<file path="src/rtl/matmul_result_scratchpad_if.sv">
// Signal bundle between the matmul calc unit / host and the result scratchpad.
// The slave modport is the scratchpad side; the master modport is its driver.
interface matmul_result_scratchpad_if #(
    parameter int DATA_WIDTH  = 8,
    parameter int BUS_WIDTH   = 16,
    parameter int ADDR_WIDTH  = 32,
    parameter int SP_NTARGETS = 4
);
    localparam int MAX_DIM = BUS_WIDTH / DATA_WIDTH;
    localparam int IDXW    = 2 * $clog2(MAX_DIM);
    localparam int BW      = $clog2(SP_NTARGETS);

    logic                   wr_en_i;
    logic [ADDR_WIDTH-1:0]  wr_addr_i;
    logic [BUS_WIDTH-1:0]   wr_data_i;
    logic [BW-1:0]          wr_bank_i;
    logic                   finish_mul_i;
    logic                   rd_req_i;
    logic [BW-1:0]          rd_bank_i;
    logic [BUS_WIDTH-1:0]   rd_data_o;
    logic                   rd_valid_o;
    logic                   finished_c_o;
    logic                   host_rd_en_i;
    logic [BW+IDXW-1:0]     host_addr_i;
    logic [BUS_WIDTH-1:0]   host_rd_data_o;
    logic                   host_rd_valid_o;
    logic [SP_NTARGETS-1:0] bank_valid_o;
    logic                   err_o;

    modport slave (
        input  wr_en_i, wr_addr_i, wr_data_i, wr_bank_i, finish_mul_i,
        input  rd_req_i, rd_bank_i, host_rd_en_i, host_addr_i,
        output rd_data_o, rd_valid_o, finished_c_o,
        output host_rd_data_o, host_rd_valid_o, bank_valid_o, err_o
    );

    modport master (
        output wr_en_i, wr_addr_i, wr_data_i, wr_bank_i, finish_mul_i,
        output rd_req_i, rd_bank_i, host_rd_en_i, host_addr_i,
        input  rd_data_o, rd_valid_o, finished_c_o,
        input  host_rd_data_o, host_rd_valid_o, bank_valid_o, err_o
    );
endinterface

</file>
<file path="src/rtl/matmul_result_scratchpad.sv">
// Banked result store for the matmul calc unit: captures result bursts, replays a
// bank as the C-bias stream, and offers a 1-cycle host readback port.
module matmul_result_scratchpad #(
    parameter int DATA_WIDTH  = 8,
    parameter int BUS_WIDTH   = 16,
    parameter int ADDR_WIDTH  = 32,
    parameter int SP_NTARGETS = 4
) (
    input  logic                     clk_i,
    input  logic                     rst_i,
    matmul_result_scratchpad_if.slave sp
);
    localparam int MAX_DIM = BUS_WIDTH / DATA_WIDTH;
    localparam int NELEM   = MAX_DIM * MAX_DIM;
    localparam int IDXW    = 2 * $clog2(MAX_DIM);
    localparam int BW      = $clog2(SP_NTARGETS);
    localparam int AW      = BW + IDXW;
    localparam int NWORDS  = SP_NTARGETS * NELEM;
    localparam int CNTW    = $clog2(NELEM + 1);

    localparam logic [CNTW-1:0] CNT_FULL = CNTW'(NELEM);
    localparam logic [CNTW-1:0] CNT_ONE  = CNTW'(1);
    localparam logic [IDXW-1:0] IDX_LAST = IDXW'(NELEM - 1);
    localparam logic [IDXW-1:0] IDX_ONE  = IDXW'(1);
    localparam logic [4:0]      TAG_C    = 5'b10000;

    typedef enum logic {
        W_IDLE    = 1'b0,
        W_COLLECT = 1'b1
    } wstate_t;

    typedef enum logic [1:0] {
        R_IDLE   = 2'b00,
        R_STREAM = 2'b01,
        R_DONE   = 2'b10
    } rstate_t;

    logic [BUS_WIDTH-1:0]   r_mem [NWORDS];

    wstate_t                r_wstate;
    wstate_t                w_wstate_nxt;
    logic [BW-1:0]          r_cur_bank;
    logic [BW-1:0]          w_cur_bank_nxt;
    logic [CNTW-1:0]        r_cnt;
    logic [CNTW-1:0]        w_cnt_nxt;
    logic [CNTW-1:0]        w_cnt_mid;
    logic                   w_collect_mid;
    logic [SP_NTARGETS-1:0] r_bank_valid;
    logic [SP_NTARGETS-1:0] w_bank_valid_nxt;
    logic                   r_err;
    logic                   w_err_set;
    logic                   w_mem_we;
    logic [AW-1:0]          w_mem_waddr;

    rstate_t                r_rstate;
    rstate_t                w_rstate_nxt;
    logic [BW-1:0]          r_rd_bank;
    logic [BW-1:0]          w_rd_bank_nxt;
    logic                   r_rd_bank_ok;
    logic                   w_rd_bank_ok_nxt;
    logic [IDXW-1:0]        r_ridx;
    logic [IDXW-1:0]        w_ridx_nxt;
    logic [BUS_WIDTH-1:0]   r_rd_data;
    logic [BUS_WIDTH-1:0]   w_rd_data_nxt;
    logic                   r_rd_valid;
    logic                   w_rd_valid_nxt;
    logic                   r_finished;
    logic                   w_finished_nxt;

    logic [BUS_WIDTH-1:0]   r_host_data;
    logic                   r_host_valid;

    logic                   w_wr_accept;
    logic                   w_bad_tag;
    logic [IDXW-1:0]        w_wr_idx;
    logic                   w_unused_addr;

    assign w_wr_accept   = sp.wr_en_i && (sp.wr_addr_i[4:0] == TAG_C);
    assign w_bad_tag     = sp.wr_en_i && (sp.wr_addr_i[4:0] != TAG_C);
    assign w_wr_idx      = sp.wr_addr_i[5 +: IDXW];
    assign w_unused_addr = ^sp.wr_addr_i[ADDR_WIDTH-1:5+IDXW];

    // Write FSM next state: a burst latches its bank on the first accepted word;
    // finish_mul_i is judged on the count that includes any same-cycle write.
    always_comb begin
        w_cur_bank_nxt   = r_cur_bank;
        w_cnt_mid        = r_cnt;
        w_collect_mid    = (r_wstate == W_COLLECT);
        w_bank_valid_nxt = r_bank_valid;
        w_err_set        = w_bad_tag;
        w_mem_we         = 1'b0;
        w_mem_waddr      = {r_cur_bank, w_wr_idx};
        w_wstate_nxt     = r_wstate;
        w_cnt_nxt        = r_cnt;
        case (r_wstate)
            W_IDLE: begin
                if (w_wr_accept) begin
                    w_cur_bank_nxt                 = sp.wr_bank_i;
                    w_bank_valid_nxt[sp.wr_bank_i] = 1'b0;
                    w_mem_we                       = 1'b1;
                    w_mem_waddr                    = {sp.wr_bank_i, w_wr_idx};
                    w_cnt_mid                      = CNT_ONE;
                    w_collect_mid                  = 1'b1;
                end else begin
                    w_collect_mid = 1'b0;
                end
            end
            W_COLLECT: begin
                if (w_wr_accept) begin
                    w_mem_we = 1'b1;
                    if (r_cnt == CNT_FULL) begin
                        w_err_set = 1'b1;
                    end else begin
                        w_cnt_mid = r_cnt + CNT_ONE;
                    end
                end else begin
                    w_mem_we = 1'b0;
                end
            end
            default: begin
                w_collect_mid = 1'b0;
                w_cnt_mid     = '0;
            end
        endcase
        if (sp.finish_mul_i && w_collect_mid) begin
            w_wstate_nxt = W_IDLE;
            w_cnt_nxt    = '0;
            if (w_cnt_mid == CNT_FULL) begin
                w_bank_valid_nxt[w_cur_bank_nxt] = 1'b1;
            end else begin
                w_err_set = 1'b1;
            end
        end else begin
            w_wstate_nxt = w_collect_mid ? W_COLLECT : W_IDLE;
            w_cnt_nxt    = w_cnt_mid;
        end
    end

    // Write FSM state and status registers.
    always_ff @(posedge clk_i) begin
        if (rst_i) begin
            r_wstate     <= W_IDLE;
            r_cur_bank   <= '0;
            r_cnt        <= '0;
            r_bank_valid <= '0;
            r_err        <= 1'b0;
        end else begin
            r_wstate     <= w_wstate_nxt;
            r_cur_bank   <= w_cur_bank_nxt;
            r_cnt        <= w_cnt_nxt;
            r_bank_valid <= w_bank_valid_nxt;
            r_err        <= r_err | w_err_set;
        end
    end

    // Result storage; reads elsewhere sample the pre-edge contents, so a
    // same-cycle read of the word being written returns the old value.
    always_ff @(posedge clk_i) begin
        if (rst_i) begin
            for (int i = 0; i < NWORDS; i++) begin
                r_mem[i] <= '0;
            end
        end else if (w_mem_we) begin
            r_mem[w_mem_waddr] <= sp.wr_data_i;
        end
    end

    // Read FSM next state and registered stream outputs. Bank validity is
    // latched at stream start so an invalid bank streams zeros (no-bias mode).
    always_comb begin
        w_rstate_nxt     = r_rstate;
        w_rd_bank_nxt    = r_rd_bank;
        w_rd_bank_ok_nxt = r_rd_bank_ok;
        w_ridx_nxt       = r_ridx;
        w_rd_data_nxt    = r_rd_data;
        w_rd_valid_nxt   = 1'b0;
        w_finished_nxt   = 1'b0;
        case (r_rstate)
            R_IDLE: begin
                if (sp.rd_req_i) begin
                    w_rd_bank_nxt    = sp.rd_bank_i;
                    w_rd_bank_ok_nxt = r_bank_valid[sp.rd_bank_i];
                    w_ridx_nxt       = '0;
                    w_rstate_nxt     = R_STREAM;
                end else begin
                    w_rstate_nxt = R_IDLE;
                end
            end
            R_STREAM: begin
                if (!sp.rd_req_i) begin
                    w_rstate_nxt = R_IDLE;
                end else begin
                    w_rd_valid_nxt = 1'b1;
                    w_rd_data_nxt  = r_rd_bank_ok ? r_mem[{r_rd_bank, r_ridx}] : '0;
                    if (r_ridx == IDX_LAST) begin
                        w_ridx_nxt   = '0;
                        w_rstate_nxt = R_DONE;
                    end else begin
                        w_ridx_nxt = r_ridx + IDX_ONE;
                    end
                end
            end
            R_DONE: begin
                if (sp.rd_req_i) begin
                    w_finished_nxt = 1'b1;
                end else begin
                    w_rstate_nxt = R_IDLE;
                end
            end
            default: begin
                w_rstate_nxt = R_IDLE;
            end
        endcase
    end

    // Read FSM state and stream output registers.
    always_ff @(posedge clk_i) begin
        if (rst_i) begin
            r_rstate     <= R_IDLE;
            r_rd_bank    <= '0;
            r_rd_bank_ok <= 1'b0;
            r_ridx       <= '0;
            r_rd_data    <= '0;
            r_rd_valid   <= 1'b0;
            r_finished   <= 1'b0;
        end else begin
            r_rstate     <= w_rstate_nxt;
            r_rd_bank    <= w_rd_bank_nxt;
            r_rd_bank_ok <= w_rd_bank_ok_nxt;
            r_ridx       <= w_ridx_nxt;
            r_rd_data    <= w_rd_data_nxt;
            r_rd_valid   <= w_rd_valid_nxt;
            r_finished   <= w_finished_nxt;
        end
    end

    // Host readback: data holds its last value when no read is issued.
    always_ff @(posedge clk_i) begin
        if (rst_i) begin
            r_host_data  <= '0;
            r_host_valid <= 1'b0;
        end else begin
            r_host_valid <= sp.host_rd_en_i;
            if (sp.host_rd_en_i) begin
                r_host_data <= r_mem[sp.host_addr_i];
            end else begin
                r_host_data <= r_host_data;
            end
        end
    end

    assign sp.rd_data_o       = r_rd_data;
    assign sp.rd_valid_o      = r_rd_valid;
    assign sp.finished_c_o    = r_finished;
    assign sp.host_rd_data_o  = r_host_data;
    assign sp.host_rd_valid_o = r_host_valid;
    assign sp.bank_valid_o    = r_bank_valid;
    assign sp.err_o           = r_err;
endmodule

</file>
<file path="src/flat_wrapper.sv">
// flat-port wrapper written by rule: the top's interface ports become plain ports
module matmul_result_scratchpad_flat 
#(
    parameter int DATA_WIDTH  = 8,
    parameter int BUS_WIDTH   = 16,
    parameter int ADDR_WIDTH  = 32,
    parameter int SP_NTARGETS = 4
)
  (clk_i, rst_i, sp_wr_en_i, sp_wr_addr_i, sp_wr_data_i, sp_wr_bank_i, sp_finish_mul_i, sp_rd_req_i, sp_rd_bank_i, sp_host_rd_en_i, sp_host_addr_i, sp_rd_data_o, sp_rd_valid_o, sp_finished_c_o, sp_host_rd_data_o, sp_host_rd_valid_o, sp_bank_valid_o, sp_err_o);
  matmul_result_scratchpad_if #(.DATA_WIDTH(DATA_WIDTH), .BUS_WIDTH(BUS_WIDTH), .ADDR_WIDTH(ADDR_WIDTH), .SP_NTARGETS(SP_NTARGETS)) sp_i ();
  input  logic clk_i;
  input  logic rst_i;
  input wire logic [$bits(sp_i.wr_en_i)-1:0] sp_wr_en_i;
  input wire logic [$bits(sp_i.wr_addr_i)-1:0] sp_wr_addr_i;
  input wire logic [$bits(sp_i.wr_data_i)-1:0] sp_wr_data_i;
  input wire logic [$bits(sp_i.wr_bank_i)-1:0] sp_wr_bank_i;
  input wire logic [$bits(sp_i.finish_mul_i)-1:0] sp_finish_mul_i;
  input wire logic [$bits(sp_i.rd_req_i)-1:0] sp_rd_req_i;
  input wire logic [$bits(sp_i.rd_bank_i)-1:0] sp_rd_bank_i;
  input wire logic [$bits(sp_i.host_rd_en_i)-1:0] sp_host_rd_en_i;
  input wire logic [$bits(sp_i.host_addr_i)-1:0] sp_host_addr_i;
  output wire logic [$bits(sp_i.rd_data_o)-1:0] sp_rd_data_o;
  output wire logic [$bits(sp_i.rd_valid_o)-1:0] sp_rd_valid_o;
  output wire logic [$bits(sp_i.finished_c_o)-1:0] sp_finished_c_o;
  output wire logic [$bits(sp_i.host_rd_data_o)-1:0] sp_host_rd_data_o;
  output wire logic [$bits(sp_i.host_rd_valid_o)-1:0] sp_host_rd_valid_o;
  output wire logic [$bits(sp_i.bank_valid_o)-1:0] sp_bank_valid_o;
  output wire logic [$bits(sp_i.err_o)-1:0] sp_err_o;
  assign sp_i.wr_en_i = sp_wr_en_i;
  assign sp_i.wr_addr_i = sp_wr_addr_i;
  assign sp_i.wr_data_i = sp_wr_data_i;
  assign sp_i.wr_bank_i = sp_wr_bank_i;
  assign sp_i.finish_mul_i = sp_finish_mul_i;
  assign sp_i.rd_req_i = sp_rd_req_i;
  assign sp_i.rd_bank_i = sp_rd_bank_i;
  assign sp_i.host_rd_en_i = sp_host_rd_en_i;
  assign sp_i.host_addr_i = sp_host_addr_i;
  assign sp_rd_data_o = sp_i.rd_data_o;
  assign sp_rd_valid_o = sp_i.rd_valid_o;
  assign sp_finished_c_o = sp_i.finished_c_o;
  assign sp_host_rd_data_o = sp_i.host_rd_data_o;
  assign sp_host_rd_valid_o = sp_i.host_rd_valid_o;
  assign sp_bank_valid_o = sp_i.bank_valid_o;
  assign sp_err_o = sp_i.err_o;
  matmul_result_scratchpad #(.DATA_WIDTH(DATA_WIDTH), .BUS_WIDTH(BUS_WIDTH), .ADDR_WIDTH(ADDR_WIDTH), .SP_NTARGETS(SP_NTARGETS)) u_core (.clk_i(clk_i), .rst_i(rst_i), .sp(sp_i));
endmodule
</file>
<file path="config.mk">
export PLATFORM = sky130hd
export DESIGN_NAME = matmul_result_scratchpad_flat
export DESIGN_NICKNAME = d
export VERILOG_FILES = /design/src/rtl/matmul_result_scratchpad_if.sv /design/src/rtl/matmul_result_scratchpad.sv /design/src/flat_wrapper.sv
export SDC_FILE = /design/constraint.sdc
export NUM_CORES = 1
export LEC_CHECK = 0
export BUFFER_PORTS_ARGS = -buffer_cell sky130_fd_sc_hd__buf_2
export CAP_MARGIN = 20
export CORE_MARGIN = 1
export CORE_UTILIZATION = 40
export CTS_CLUSTER_DIAMETER = 100
export CTS_CLUSTER_SIZE = 8
export DETAILED_ROUTE_END_ITERATION = 10
export GPL_ROUTABILITY_DRIVEN = 0
export GPL_TIMING_DRIVEN = 0
export PLACE_DENSITY = 0.54
export SETUP_SLACK_MARGIN = 0.15
export SYNTH_ARGS = -nofsm -noshare
export SYNTH_HDL_FRONTEND = slang
export SYNTH_SLANG_ARGS = --single-unit
</file>
<file path="constraint.sdc">
create_clock -name clk_i -period 5.5 [get_ports clk_i]
set_clock_uncertainty 0.1 [all_clocks]
set_input_delay 0.275 -clock clk_i [delete_from_list [all_inputs] [get_ports clk_i]]
set_output_delay 0.275 -clock clk_i [all_outputs]
set_load 0.1 [all_outputs]
</file>
Word level (Yosys, flattened, before mapping):

Memory sizes are Yosys's and may differ from the RTL's. A register that Yosys moved wholly into a read port is not among the register bits.
Cells that the tools add are included.

* flip-flop bits (word level): 37
* memory bits (writable): 256
* word-level logic and storage cells: 99
* memories kept: 1

Memory list
* u_core.r_mem: words 16, width 16, read ports 2, clocked after Yosys merged registers in 1, write ports 16, RTL line matmul_result_scratchpad.sv:38 `logic [BUS_WIDTH-1:0] r_mem [NWORDS];`

* $add $sub $neg: 2
* $lt $le $gt $ge: 5
* equality and inequality tests: 11
* multiplexer cells: 45
* bitwise operators: 7
* reduce and logical (&&, ||, !) cells: 15

Operators with widths (count)
* 16-bit 2-to-1 mux: 2
* 4-bit 2-to-1 mux: 7
* 1-bit 2-to-1 mux: 19
* 2-bit 2-to-1 mux: 8
* 16-bit OR reduction: 1
* 2-bit by 3-bit < comparator with 1-bit output (second input constant): 3
* 3-bit 2-to-1 mux: 3
* 3-bit equality test (second input constant): 2
* 2-bit != test (second input constant): 3
* 2-bit case mux with 3 select lines: 1
* 3-bit case mux with 2 select lines: 1
* 2-bit AND reduction: 3
* 2-bit OR reduction: 3
* 5-bit equality test (second input constant): 1
* 1-bit logical AND: 5
* 5-bit != test (second input constant): 1
* 4-bit AND: 1
* 1-bit demux with 2-bit select: 2
* 2-bit equality test (second input constant): 2
* 2-bit by 1-bit >= comparator with 1-bit output (second input constant): 2
* 4-bit NOT: 1
* 4-bit OR: 1
* 2-bit case mux with 2 select lines: 1
* 3-bit by 1-bit adder with 3-bit output (second input constant): 1
* 9 further kinds: 11

Depth between registers and ports, before layout:

* depth after elaboration: 11
* mapped depth: 7
* gate-level depth less buffers: 7

Worst setup path before layout:

Ideal clock, no wire load.

* kind: input to register
* from: in sp_wr_addr_i[1]
* to: mem u_core.r_mem[4][0] (enable)
* library setup time: 0.367 ns
* arrival time: 2.261 ns
* slack: 2.772 ns
* stages: 5
* path buffers: 1
* cells stage by stage: or4b_4 > nor3_4 > mux2i_1 > clkbuf_1 > a21o_1

RTL lines
* from (decl): RTL line flat_wrapper.sv:14 `input wire logic [$bits(sp_i.wr_addr_i)-1:0] sp_wr_addr_i;`
* to (decl): RTL line matmul_result_scratchpad.sv:38

==> impl_metrics.env <==
export IMPL_grt_pass1_vias=10822
export IMPL_rsz0062_at_grt="false"
export IMPL_grt_max_degree=17
export IMPL_cp_start_kind="primary input"
export IMPL_stdcell_area_um2=18000
export IMPL_finalNetCount=1292
export IMPL_first_pass_iters=5
export IMPL_hold_slack_ns=0.0313
export IMPL_dieArea_um2=39900
export IMPL_worstMarginPinSlew_ns=1.13
export IMPL_synth_top_area_share_pct=49.1
export IMPL_final_common_cell="and3_1"
export IMPL_syn_area_per_cell_um2=14.2
export IMPL_grt_pass1_wl_um=77500
export IMPL_synth_edf_count=256
export IMPL_fill_cells=3403
export IMPL_path_cells="dlygate4sd3_1, buf_2, or4b_4, nor3_4, mux2i_1, clkbuf_1, a21o_1"
export IMPL_min_period_over_period_pct=68.0
export IMPL_crit_fanout=16
export IMPL_synth_net_count=1165
export IMPL_yosysWarnings=0
export IMPL_worst_path_largest_cell_delay_ns=0.77
export IMPL_synth_top_cell_by_area="edfxtp_1"
export IMPL_hpwl_um=39000
export IMPL_ys_flop_type="edfxtp_1"
export IMPL_drt_wl_total_um=55800
export IMPL_cpMaxStageDelayCell="a21o_1"
export IMPL_maxSlewHeadroom_pct=24.6
export IMPL_antenna_found_initial=1
export IMPL_outcome="complete, no violations"
export IMPL_antenna_cells=0
export IMPL_crit_type="in -> reg"
export IMPL_ir_worst_vdd_mv=0.241
export IMPL_post_route_drc_count=0
export IMPL_grt_usage_pct=28.6
export IMPL_syn_cell_area_um2=15600
export IMPL_cts_max_level=2
export IMPL_ctsResizeCount=0
export IMPL_fin_cells=1772
export IMPL_num_io_pins=102
export IMPL_hold_buffers=7
export IMPL_crit_buf_inv=3
export IMPL_numCtsBuffers=44
export IMPL_clk_pin_slew_worst_paths_ns=0.05
export IMPL_initial_core_util_pct=40.5
export IMPL_finalSetupTns_ns=0
export IMPL_place_area_um2=16700
export IMPL_die_w_um=200
export IMPL_critPathRequiredTime_ns=5.58
export IMPL_drt_iter0_drc=1111
export IMPL_core_area_um2=38600
export IMPL_dp_cells=1692
export IMPL_fin_crit_ns=3.74
export IMPL_clkLatencyLatePin_ns=0.57
export IMPL_area_growth_pct=14.8
export IMPL_rows=72
export IMPL_chipHeight_um=200
export IMPL_cts_tree="yes"
export IMPL_portBuffers=74
export IMPL_synth_cells=1100
export IMPL_fmax_mhz=267
export IMPL_arrival_ns=3.82
export IMPL_worst_setup_path_end_kind="register"
export IMPL_cts_path_max_buffers=3
export IMPL_finalSetupViolCount=0
export IMPL_crit_family="buffers and inverters"
export IMPL_postRouteAntennaNets=0
export IMPL_viasPerCell=6.16
export IMPL_ys_seq_elements=309
export IMPL_multiInputGateArea_um2=6330
export IMPL_drv_cap=0
export IMPL_hold_viol=0
export IMPL_cts_setup_buffers=0
export IMPL_via_count=10908
export IMPL_synth_async_reset_ratio_pct=0
export IMPL_drive_above_1_share_pct=23.1
export IMPL_synth_area_leaders="edfxtp_1, mux4_2, and3_1, dfxtp_1, mux2i_1"
export IMPL_globalRouteOverflowTotal=0
export IMPL_ys_types=48
export IMPL_root_buffer="clkbuf_16"
export IMPL_seqCellArea_um2=8750
export IMPL_clock_sinks=309
export IMPL_slew_violations=0
export IMPL_p_leak_nw=7.14
export IMPL_seq_area_frac_synth_pct=55.9
export IMPL_route_detailed_wl_per_inst_um=31.5
export IMPL_holdCritPathClass="in -> reg"
export IMPL_layout_common_cells="and3_1, edfxtp_1, mux4_2"
export IMPL_powerDensity_nw_per_um2=318
==> cells in the mapped netlist, types with 2 or more instances <==
cell,instances
and3_1,260
edfxtp_1,256
mux4_2,129
clkbuf_1,86
a21oi_1,57
dfxtp_1,53
nor2_1,42
mux2i_1,36
a22oi_1,32
o21ai_0,23
a21o_1,17
buf_2,15
nand2_1,10
buf_1,9
nand2b_1,8
buf_6,7
nor2b_1,6
nand3_1,5
o31ai_1,5
clkbuf_2,4
inv_1,4
buf_4,3
ha_1,3
a211oi_1,2
a31oi_1,2
mux2_2,2
nand3b_1,2
nor4b_2,2
==> path summary, 6_finish.rpt <==
path	cells after the start	to	slack (ns)	startpoint
hold / removal	5	u_core.sp.err_o	0.03	sp_wr_addr_i[3]
setup / recovery	7	u_core.r_mem[10][8]	1.76	sp_wr_en_i
hold reg to reg	2	u_core.sp.rd_data_o[13]	0.36	u_core.sp.rd_data_o[13]
setup reg to reg	4	u_core.r_mem[10][8]	2.15	u_core.r_wstate
==> worst register-to-register path, delay by kind of cell (launching register included) <==
family | cells | cell delay, ns
buffers and inverters | 1 | 0.47
AO/OA/AOI/OAI | 1 | 0.78
multiplexers | 1 | 0.75
flip-flops | 1 | 0.38
AND/OR/NAND/NOR | 1 | 0.49
==> metrics by stage <==
| stage | power, mW | setup WS [ns] | util (%) |
|---|---|---|---|
| after floorplan | 3.02 | 2.77 | - |
| after global placement | 3.23 | 1.62 | 43.1 |
| after detailed placement | 3.23 | 1.61 | 43.1 |
| after CTS | 5.72 | 1.75 | 46.5 |
| after global routing | 5.84 | 1.59 | 46.5 |
| final | 5.72 | 1.76 | 46.5 |
==> flip-flops by register name, indices dropped and copies added (netlist names), 2 cells and up <==
name and cells:
u_core.r_mem 256, u_core.sp.host_rd_data_o 16, u_core.sp.rd_data_o 16, u_core.sp.bank_valid_o 4, u_core.r_cnt 3, u_core.r_cur_bank 2, u_core.r_rd_bank 2, u_core.r_ridx 2
u_core.r_rstate 2
==> cell type report <==
cell class              count  area share (%)
clock inverters             1          0.0279
clock buffers              72            6.83
inverters                   4          0.0836
plain buffers             124            3.08
repair buffers             81            2.45
multi-input cells         663            35.2
flip-flops and latches    309            48.7
well taps                 518            3.61
==> routing by layer <==
layer | global-route usage [%] | share of wire, % | up-vias
met2 | 42.2 | 44 | 565
met3 | 7.76 | 10 | 109
met4 | 13.4 | 4.6 | 0
met5 | 0 | 0 | -
met1 | 39.2 | 41 | 5578
li1 | - | - | 4656
==> report_power, final <==
| part | total, mW | internal (mW) | switching, mW |
|---|---|---|---|
| logic | 0.543 | 0.177 | 0.366 |
| clock network | 2.52 | 1.50 | 1.02 |
| registers | 2.66 | 2.62 | 0.0438 |
==> kinds of logic (layout without fill, tap and decap cells) <==
family          count (synthesis)  after routing  share of synthesized area (%)
flops                         309            309                           55.9
compound gates                143            143                           5.66
mux                           167            167                           21.0
buf+inv                       128            282                           3.63
fa+ha+maj                       3              3                          0.240
simple gates                  350            350                           13.6
Note: power is estimated with default switching activity, not from simulation.
